--- src/rtl/qam64_bit_packer_if.sv ---
// Bit-stream input and packed-symbol output bundle of the QAM-64 bit packer.
// The master drives bits and symbol acceptance; the slave is the packer itself.
interface qam64_bit_packer_if #(
   parameter int SYM_BITS   = 6,
   parameter int FIFO_DEPTH = 4
);
   logic                          bit_in;
   logic                          bit_valid;
   logic                          bit_last;
   logic                          bit_ready;
   logic [SYM_BITS-1:0]           sym_out;
   logic                          sym_valid;
   logic                          sym_last;
   logic [$clog2(SYM_BITS)-1:0]   sym_pad;
   logic                          sym_ready;
   logic [$clog2(FIFO_DEPTH):0]   fifo_level;

   modport master (
      output bit_in, bit_valid, bit_last, sym_ready,
      input  bit_ready, sym_out, sym_valid, sym_last, sym_pad, fifo_level
   );

   modport slave (
      input  bit_in, bit_valid, bit_last, sym_ready,
      output bit_ready, sym_out, sym_valid, sym_last, sym_pad, fifo_level
   );
endinterface

--- src/rtl/qam64_bit_packer.sv ---
// Packs a serial bit stream MSB-first into SYM_BITS-wide symbols, zero-padding a short final symbol.
// A symbol appears one cycle after its final bit; bit_ready drops while the symbol FIFO is full.
module qam64_bit_packer #(
   parameter int SYM_BITS   = 6,
   parameter int FIFO_DEPTH = 4
) (
   input logic               clk,
   input logic               rst,
   qam64_bit_packer_if.slave bus
);
   localparam int CW = $clog2(SYM_BITS);
   localparam int AW = $clog2(FIFO_DEPTH);
   localparam int LW = AW + 1;

   logic [SYM_BITS-1:0] shreg;
   logic [SYM_BITS-1:0] sym_asm;
   logic [CW-1:0]       cnt;
   logic [CW-1:0]       pad;
   logic [AW-1:0]       wr_ptr;
   logic [AW-1:0]       rd_ptr;
   logic [LW-1:0]       level;
   logic                accept;
   logic                push;
   logic                pop;

   logic [SYM_BITS-1:0] mem_sym  [FIFO_DEPTH];
   logic                mem_last [FIFO_DEPTH];
   logic [CW-1:0]       mem_pad  [FIFO_DEPTH];

   // Last popped entry, shown while the FIFO is empty.
   logic [SYM_BITS-1:0] hold_sym;
   logic                hold_last;
   logic [CW-1:0]       hold_pad;

   assign bus.bit_ready  = (level != LW'(FIFO_DEPTH)) && !rst;
   assign bus.sym_valid  = (level != '0);
   assign bus.fifo_level = level;
   assign bus.sym_out    = bus.sym_valid ? mem_sym[rd_ptr]  : hold_sym;
   assign bus.sym_last   = bus.sym_valid ? mem_last[rd_ptr] : hold_last;
   assign bus.sym_pad    = bus.sym_valid ? mem_pad[rd_ptr]  : hold_pad;

   assign accept = bus.bit_valid && bus.bit_ready;
   assign push   = accept && ((cnt == CW'(SYM_BITS-1)) || bus.bit_last);
   assign pop    = bus.sym_valid && bus.sym_ready;
   // Unwritten LSBs are already zero because the shift register clears on every push.
   assign pad    = CW'(SYM_BITS-1) - cnt;

   always_comb begin
      sym_asm = shreg;
      for (int i = 0; i < SYM_BITS; i++) begin
         if (CW'(SYM_BITS-1-i) == cnt) begin
            sym_asm[i] = bus.bit_in;
         end
      end
   end

   always_ff @(posedge clk) begin
      if (rst) begin
         shreg     <= '0;
         cnt       <= '0;
         wr_ptr    <= '0;
         rd_ptr    <= '0;
         level     <= '0;
         hold_sym  <= '0;
         hold_last <= 1'b0;
         hold_pad  <= '0;
      end else begin
         if (push) begin
            shreg  <= '0;
            cnt    <= '0;
            wr_ptr <= wr_ptr + 1'b1;
         end else if (accept) begin
            shreg <= sym_asm;
            cnt   <= cnt + 1'b1;
         end
         if (pop) begin
            rd_ptr    <= rd_ptr + 1'b1;
            hold_sym  <= mem_sym[rd_ptr];
            hold_last <= mem_last[rd_ptr];
            hold_pad  <= mem_pad[rd_ptr];
         end
         case ({push, pop})
            2'b10:   level <= level + 1'b1;
            2'b01:   level <= level - 1'b1;
            default: level <= level;
         endcase
      end
   end

   always_ff @(posedge clk) begin
      if (push) begin
         mem_sym[wr_ptr]  <= sym_asm;
         mem_last[wr_ptr] <= bus.bit_last;
         mem_pad[wr_ptr]  <= pad;
      end
   end
endmodule

--- src/flat_wrapper.sv ---
// flat-port wrapper written by rule: the top's interface ports become plain ports
module qam64_bit_packer_flat 
#(
   parameter int SYM_BITS   = 6,
   parameter int FIFO_DEPTH = 4
)
  (clk, rst, bus_bit_in, bus_bit_valid, bus_bit_last, bus_sym_ready, bus_bit_ready, bus_sym_out, bus_sym_valid, bus_sym_last, bus_sym_pad, bus_fifo_level);
  qam64_bit_packer_if #(.SYM_BITS(SYM_BITS), .FIFO_DEPTH(FIFO_DEPTH)) bus_i ();
  input logic clk;
  input logic rst;
  input wire logic [$bits(bus_i.bit_in)-1:0] bus_bit_in;
  input wire logic [$bits(bus_i.bit_valid)-1:0] bus_bit_valid;
  input wire logic [$bits(bus_i.bit_last)-1:0] bus_bit_last;
  input wire logic [$bits(bus_i.sym_ready)-1:0] bus_sym_ready;
  output wire logic [$bits(bus_i.bit_ready)-1:0] bus_bit_ready;
  output wire logic [$bits(bus_i.sym_out)-1:0] bus_sym_out;
  output wire logic [$bits(bus_i.sym_valid)-1:0] bus_sym_valid;
  output wire logic [$bits(bus_i.sym_last)-1:0] bus_sym_last;
  output wire logic [$bits(bus_i.sym_pad)-1:0] bus_sym_pad;
  output wire logic [$bits(bus_i.fifo_level)-1:0] bus_fifo_level;
  assign bus_i.bit_in = bus_bit_in;
  assign bus_i.bit_valid = bus_bit_valid;
  assign bus_i.bit_last = bus_bit_last;
  assign bus_i.sym_ready = bus_sym_ready;
  assign bus_bit_ready = bus_i.bit_ready;
  assign bus_sym_out = bus_i.sym_out;
  assign bus_sym_valid = bus_i.sym_valid;
  assign bus_sym_last = bus_i.sym_last;
  assign bus_sym_pad = bus_i.sym_pad;
  assign bus_fifo_level = bus_i.fifo_level;
  qam64_bit_packer #(.SYM_BITS(SYM_BITS), .FIFO_DEPTH(FIFO_DEPTH)) u_core (.clk(clk), .rst(rst), .bus(bus_i));
endmodule
--- config.mk ---
export PLATFORM = sky130hd
export DESIGN_NAME = qam64_bit_packer_flat
export DESIGN_NICKNAME = d
export VERILOG_FILES = /design/src/rtl/qam64_bit_packer_if.sv /design/src/rtl/qam64_bit_packer.sv /design/src/flat_wrapper.sv
export SDC_FILE = /design/constraint.sdc
export NUM_CORES = 1
export LEC_CHECK = 0
export ABC_AREA = 1
export CORE_ASPECT_RATIO = 2
export CORE_MARGIN = 2
export CORE_UTILIZATION = 50
export CTS_CLUSTER_SIZE = 25
export DETAILED_ROUTE_END_ITERATION = 8
export PLACE_DENSITY_LB_ADDON = 0.1
export SYNTH_ARGS = -nofsm -noshare
export SYNTH_HDL_FRONTEND = slang
export SYNTH_SLANG_ARGS = --single-unit
--- constraint.sdc ---
create_clock -name clk -period 6.2 [get_ports clk]
set_input_delay 1.24 -clock clk [delete_from_list [all_inputs] [get_ports clk]]
set_output_delay 1.24 -clock clk [all_outputs]
set_load 0.005 [all_outputs]
==> results of run 1 <==
==> metal layers <==
metal	global-route usage	routed length, um	vias to the layer above
li1	-	-	1146
met1	0.209	2430	976
met2	0.346	3230	27
met3	0.0472	119	11
met4	0.104	155	0
met5	0	0	-
==> cell usage after synthesis, drive strengths merged <==
| library cell | number | area [sq um] |
|---|---|---|
| nand4 | 3 | 33.8 |
| nor2 | 29 | 116 |
| clkbuf | 4 | 15.0 |
| a21oi | 23 | 119 |
| buf | 10 | 55.1 |
| xor2 | 1 | 8.76 |
| a31oi | 1 | 6.26 |
| nand3 | 24 | 125 |
| edfxtp | 40 | 1200 |
| ha | 11 | 138 |
| o211ai | 10 | 75.1 |
| inv | 44 | 165 |
| fa | 1 | 20.0 |
| dfxtp | 28 | 561 |
| o21ai | 25 | 125 |
| nand2 | 84 | 325 |
==> power by group through the flow <==
stage | Combinational, mW | Sequential [mW] | Clock (mW)
2_1_floorplan | 0.247 | 0.548 | 0
3_3_place_gp | 0.374 | 0.574 | 0
3_5_place_dp | 0.378 | 0.575 | 0
4_1_cts | 0.380 | 0.567 | 0.446
5_1_grt | 0.421 | 0.574 | 0.471
6_report | 0.375 | 0.566 | 0.438
==> kinds of logic after synthesis <==
kind of cell	count (synthesis)	synth area share
flops	68	0.570
fa+ha+maj	12	0.0510
xor+xnor	1	0.00284
simple gates	140	0.194
buf+inv	58	0.0761
compound gates	59	0.105
==> sequential cells by signal, summed over array words and instances (netlist names), named ones only <==
register	flops
u_core.hold_last	1
u_core.bus.fifo_level	3
u_core.wr_ptr	2
u_core.mem_sym	24
u_core.cnt	3
u_core.mem_pad	12
u_core.hold_pad	3
u_core.hold_sym	6
u_core.mem_last	4
u_core.shreg	6
u_core.rd_ptr	2
==> cell usage in the layout, fill, tap and decap left out <==
cell type        count
nand4_1              2
nor2_4               1
nand4_4              1
clkinv_1             1
clkinv_2             3
clkdlybuf4s50_1     20
a31oi_1              1
clkbuf_1             3
ha_1                11
nand2_1             80
clkbuf_16            9
a21oi_1             22
fa_1                 1
o21ai_0             17
edfxtp_1            40
nand3_1             23
xor2_1               1
inv_1               41
o21ai_1              8
a21oi_2              1
nand3_2              1
nor2_1              28
inv_2                3
nand2_2              4
o211ai_1            10
dfxtp_1             28
==> stage by stage <==
stage	hold slack, ns	worst slack (ns)
6_report	0.464	2.27
5_1_grt	0.485	2.22
4_1_cts	0.464	2.29
3_5_place_dp	0.457	2.29
3_3_place_gp	0.453	2.33
2_1_floorplan	0.445	3.50
==> layout make-up <==
cell class | instances | area [sq um] | area share
Sequential cell | 68 | 1760 | 0.496
Multi-Input combinational cell | 212 | 1090 | 0.307
Clock buffer | 12 | 236 | 0.0665
Timing Repair Buffer | 20 | 200 | 0.0563
Inverter | 44 | 165 | 0.0465
Tap cell | 63 | 78.8 | 0.0222
Clock inverter | 4 | 18.8 | 0.00528
==> final timing paths <==
path / start / to / slack, ns
worst max-delay path: rst / bus_bit_ready / 2.27
worst min-delay path: u_core.shreg[3] / u_core.shreg[3] / 0.46
worst max register to register: u_core.bus.fifo_level[2] / u_core.bus.fifo_level[2] / 3.65
worst min register to register: u_core.shreg[3] / u_core.shreg[3] / 0.46
==> critical path, delay by kind of cell <==
kind	cells	cell delay, ns
AOI/OAI and AO/OA	1	0.35
buffers and inverters	2	1.10
==> metrics, run 1 <==
post-synthesis sequential area ratio 0.570; global-route wire length before repair 9700 um; chip height 115 um; # resized after CTS 0; CTS root buf clkbuf_16; crit path max fanout 8; GR Util All Layers 0.197; First DRT Iteration DRCs 129; leak pwr around 1.5 nW; kind of critical path primary input to primary output; cts bufs inserted 9; combinational power share 0.272; max frequency 254 MHz; Ports 21; status finished clean; placement row count 40; CORE AREA 6010 sq um; share of layout cells above drive strength 1 0.0639; Hold Fails Final Rpt 0; GP Congestion 0.805; slowest stage delay, CP 0.58 ns; Clock Skew 0.00452 ns; period utilisation layout 0.634; internal power 0.963 mW; Starting Density 0.514; ANT cells 0; Arr. time, crit path 2.69 ns; Mapped Area 3090 sq um; Max Cap Viol 0; hold_buf cts 0; placed cells 407; CTS H-tree depth 3; clock group share of total power 0.318; Port-buffer cells 20; clk slew on worst S/H paths 0.05 ns; depth of the most critical reg-to-reg path 11; Die X 59.6 um; detailed-route DRC error count 0; slew at the pin closest to its max-slew limit about 1.1 ns; sw frac 0.302; Clock Sinks 68; initial antenna violation count 0; worst skew pair latency 0.33 ns; Ys Warns 0; Switching Power 0.416 mW; Cell Chain, Critical Path clkdlybuf4s50_1 > a21oi_2 > clkdlybuf4s50_1; max-slew violation count 0; final setup TNS 0 ns; Cell Area, Placed about 3300 sq um; fin area between 3000 and 4000 sq um; Vias 2,160; final worst path period need 3.93 ns; largest net degree at the start of global routing 41; WHS Path Cells 2; syn_nets 356; routed wire length 5940 um; final-report setup violation count 0; Critical-path top delay cell clkdlybuf4s50_1; Peak VDD IR 0.000224 V; Fill cells 539; vias in the first global route 2,039; setup repair after global routing missed its margin false; via/cell ratio 5.11; Pwr Total 1.38 mW; crit end category primary output; Post-CTS Setup Repair Bufs 0; Worst setup SP type primary input; Layout Utilization 0.592; fin cells 423; Avg Cell Area, Syn 9.14 sq um; #FFs+latches synth 68; Cells after Synth roughly 340; library cells used by synthesis 25; TritonCTS clock tree yes; Hold Path Class register to register; Sequential Power Share 0.411; Area Overhead vs Synth 15.0%; DP HPWL 4200 um; DR pass1 iterations 4; grt ovf 0; antenna-violating nets left 0; Wirelength per Cell 14.0 um; critical path's most frequent cell clkdlybuf4s50_1; Worst slew margin 0.243; Max Root-Sink Buffers 2; Nets 373; Power Density 388 nW/um^2; required time worst endpoint 4.96 ns; die area 6860 sq um
No activity file was read; power rests on OpenSTA's default activity.
==> inputs of run 2 (changes only) <==
Clock period 6.2 ns to 3.15 ns, I/O delays scaled along.
==> run 2 against run 1 <==
Effect of this change: routed wire length grew 5.4%; non-clock buffer count grew 10; count of clock-buffer cells in the layout shrank 1; setup slack lost 1.8 ns; via count grew 4.6%; core utilization grew 1.5 points.
==> metrics, run 2 (synthesis results as in run 1) <==
setup repair after global routing missed its margin false; fin area 3640 sq um; via/cell ratio 5.22; Peak VDD IR 0.000530 V; hold_buf cts 0; most common cell after layout, fill and taps aside nand2_1; cts bufs inserted 9; Clock Skew 0.00743 ns; DR pass1 iterations 4; DP HPWL about 4500 um; Port-buffer cells 20; Ports 21; CORE AREA 6010 sq um; final-report setup violation count 0; antenna-violating nets left 0; required time worst endpoint ~2.5 ns; Nets 383; max frequency 371 MHz; most frequent cells in the layout 80 x nand2_1, 41 x inv_1, 40 x edfxtp_1, 28 x nor2_1, 28 x dfxtp_1; CTS root buf clkbuf_16; Clock Sinks 68; Largest regs u_core.mem_sym (24), u_core.mem_pad (12); Power Density around 770 nW/um^2; max reg flops 24; ANT cells 0; status finished clean; global-route wire length before repair 9980 um; Cell Chain, Critical Path o211ai_1 > nand2_1 > nand2_1 > nand2_1 > clkdlybuf4s50_1; Max Root-Sink Buffers 2; Reg area 1760 sq um; GR Util All Layers 0.205; CTS H-tree depth 3; Hold Fails Final Rpt 0; Cell Area, Placed 3370 sq um; die area 6860 sq um; Wirelength per Cell 14.5 um; GP Congestion 0.836; grt ovf 0; Critical-path top delay cell dfxtp_1; Post-CTS Setup Repair Bufs 0; clk slew on worst S/H paths approximately 0.05 ns; worst r2r src u_core.cnt[1]; vias in the first global route 2,118; Starting Density 0.514; Biggest register u_core.mem_sym; Hold Path Class register to register; final worst path period need 2.70 ns; Worst slew margin 0.521; min-delay src u_core.shreg[1]; Die X 59.6 um; detailed-route DRC error count 0; largest net degree at the start of global routing 41; final setup TNS 0 ns; Fill cells about 530; Vias 2,259; # resized after CTS 0; placement row count 40; routed wire length 6260 um; Multi-input gate area ~1100 sq um; Max Cap Viol 0; Arr. time, crit path 2.07 ns; chip height ~120 um; crit path max fanout 20; Worst setup SP type register; crit end category primary output; share of layout cells above drive strength 1 0.0919; critical path's most frequent cell nand2_1; kind of critical path register to primary output; max-slew violation count 0; leak pwr 1.52 nW; TritonCTS clock tree yes; First DRT Iteration DRCs 116; Area Overhead vs Synth 18.0%; initial antenna violation count 0; CP delay by family, top flip-flops; slowest stage delay, CP 0.78 ns; slew at the pin closest to its max-slew limit 0.718 ns; period utilisation layout 0.856; worst skew pair latency 0.33 ns; Buf+Inv Stages, Crit Path 1
-- run 2: cell types whose count changed in the layout (fill, tap and decap cells not counted) --
cell	change
clkinv_1	+1
clkbuf_1	-2
buf_4	+10
clkinv_4	+1
clkinvlp_4	+1
clkinv_2	-2
clkbuf_8	+1
-- run 2: tightest hold or removal path, stage by stage, from the launching register on --
cell	delay (ns)
dfxtp_1	0.30
nand2_1	0.06
a21oi_1	0.06
-- run 2: path summary, 6_finish.rpt --
check                        endpoint  slack (ns)  depth (start not counted)
max                    bus_sym_out[3]        0.45                          5
max reg2reg  u_core.bus.fifo_level[2]        0.74                         12
min reg2reg           u_core.shreg[1]        0.46                          2
min                   u_core.shreg[1]        0.46                          2
-- run 2: routing by layer --
metal  share of wire  vias to the layer above  GRT usage
met5               0                        -          0
met4           0.019                        0      0.102
met3           0.032                        6     0.0540
met2            0.55                       37      0.358
met1            0.40                     1049      0.220
li1                -                     1167          -
-- run 2: layout make-up --
cell class              instances  area share
well taps                      63      0.0216
clock inverters                 5     0.00790
clock buffers                  11      0.0666
inverters                      44      0.0453
flip-flops and latches         68       0.483
multi-input cells             212       0.300
repair buffers                 30      0.0755
-- run 2: report_power, final --
part | switching, mW | internal, mW | total, mW
Sequential | 0.0616 | 1.02 | 1.08
Combinational | 0.438 | 0.385 | 0.823
Clock | 0.344 | 0.547 | 0.892
Total | 0.844 | 1.95 | 2.79
-- run 2: stage by stage --
| stage | hold slack (ns) | cells | utilization | setup slack (ns) | power [mW] |
|---|---|---|---|---|---|
| 3_3_place_gp | 0.455 | 417 | 0.562 | 0.468 | 1.92 |
| 3_5_place_dp | 0.461 | 417 | 0.562 | 0.388 | 1.93 |
| 4_1_cts | 0.468 | 433 | 0.607 | 0.428 | 2.83 |
| 5_1_grt | 0.488 | 433 | 0.607 | 0.251 | 2.96 |
| 6_report | 0.463 | 433 | 0.607 | 0.453 | 2.79 |
| 2_1_floorplan | 0.445 | 338 | - | 1.09 | 1.56 |
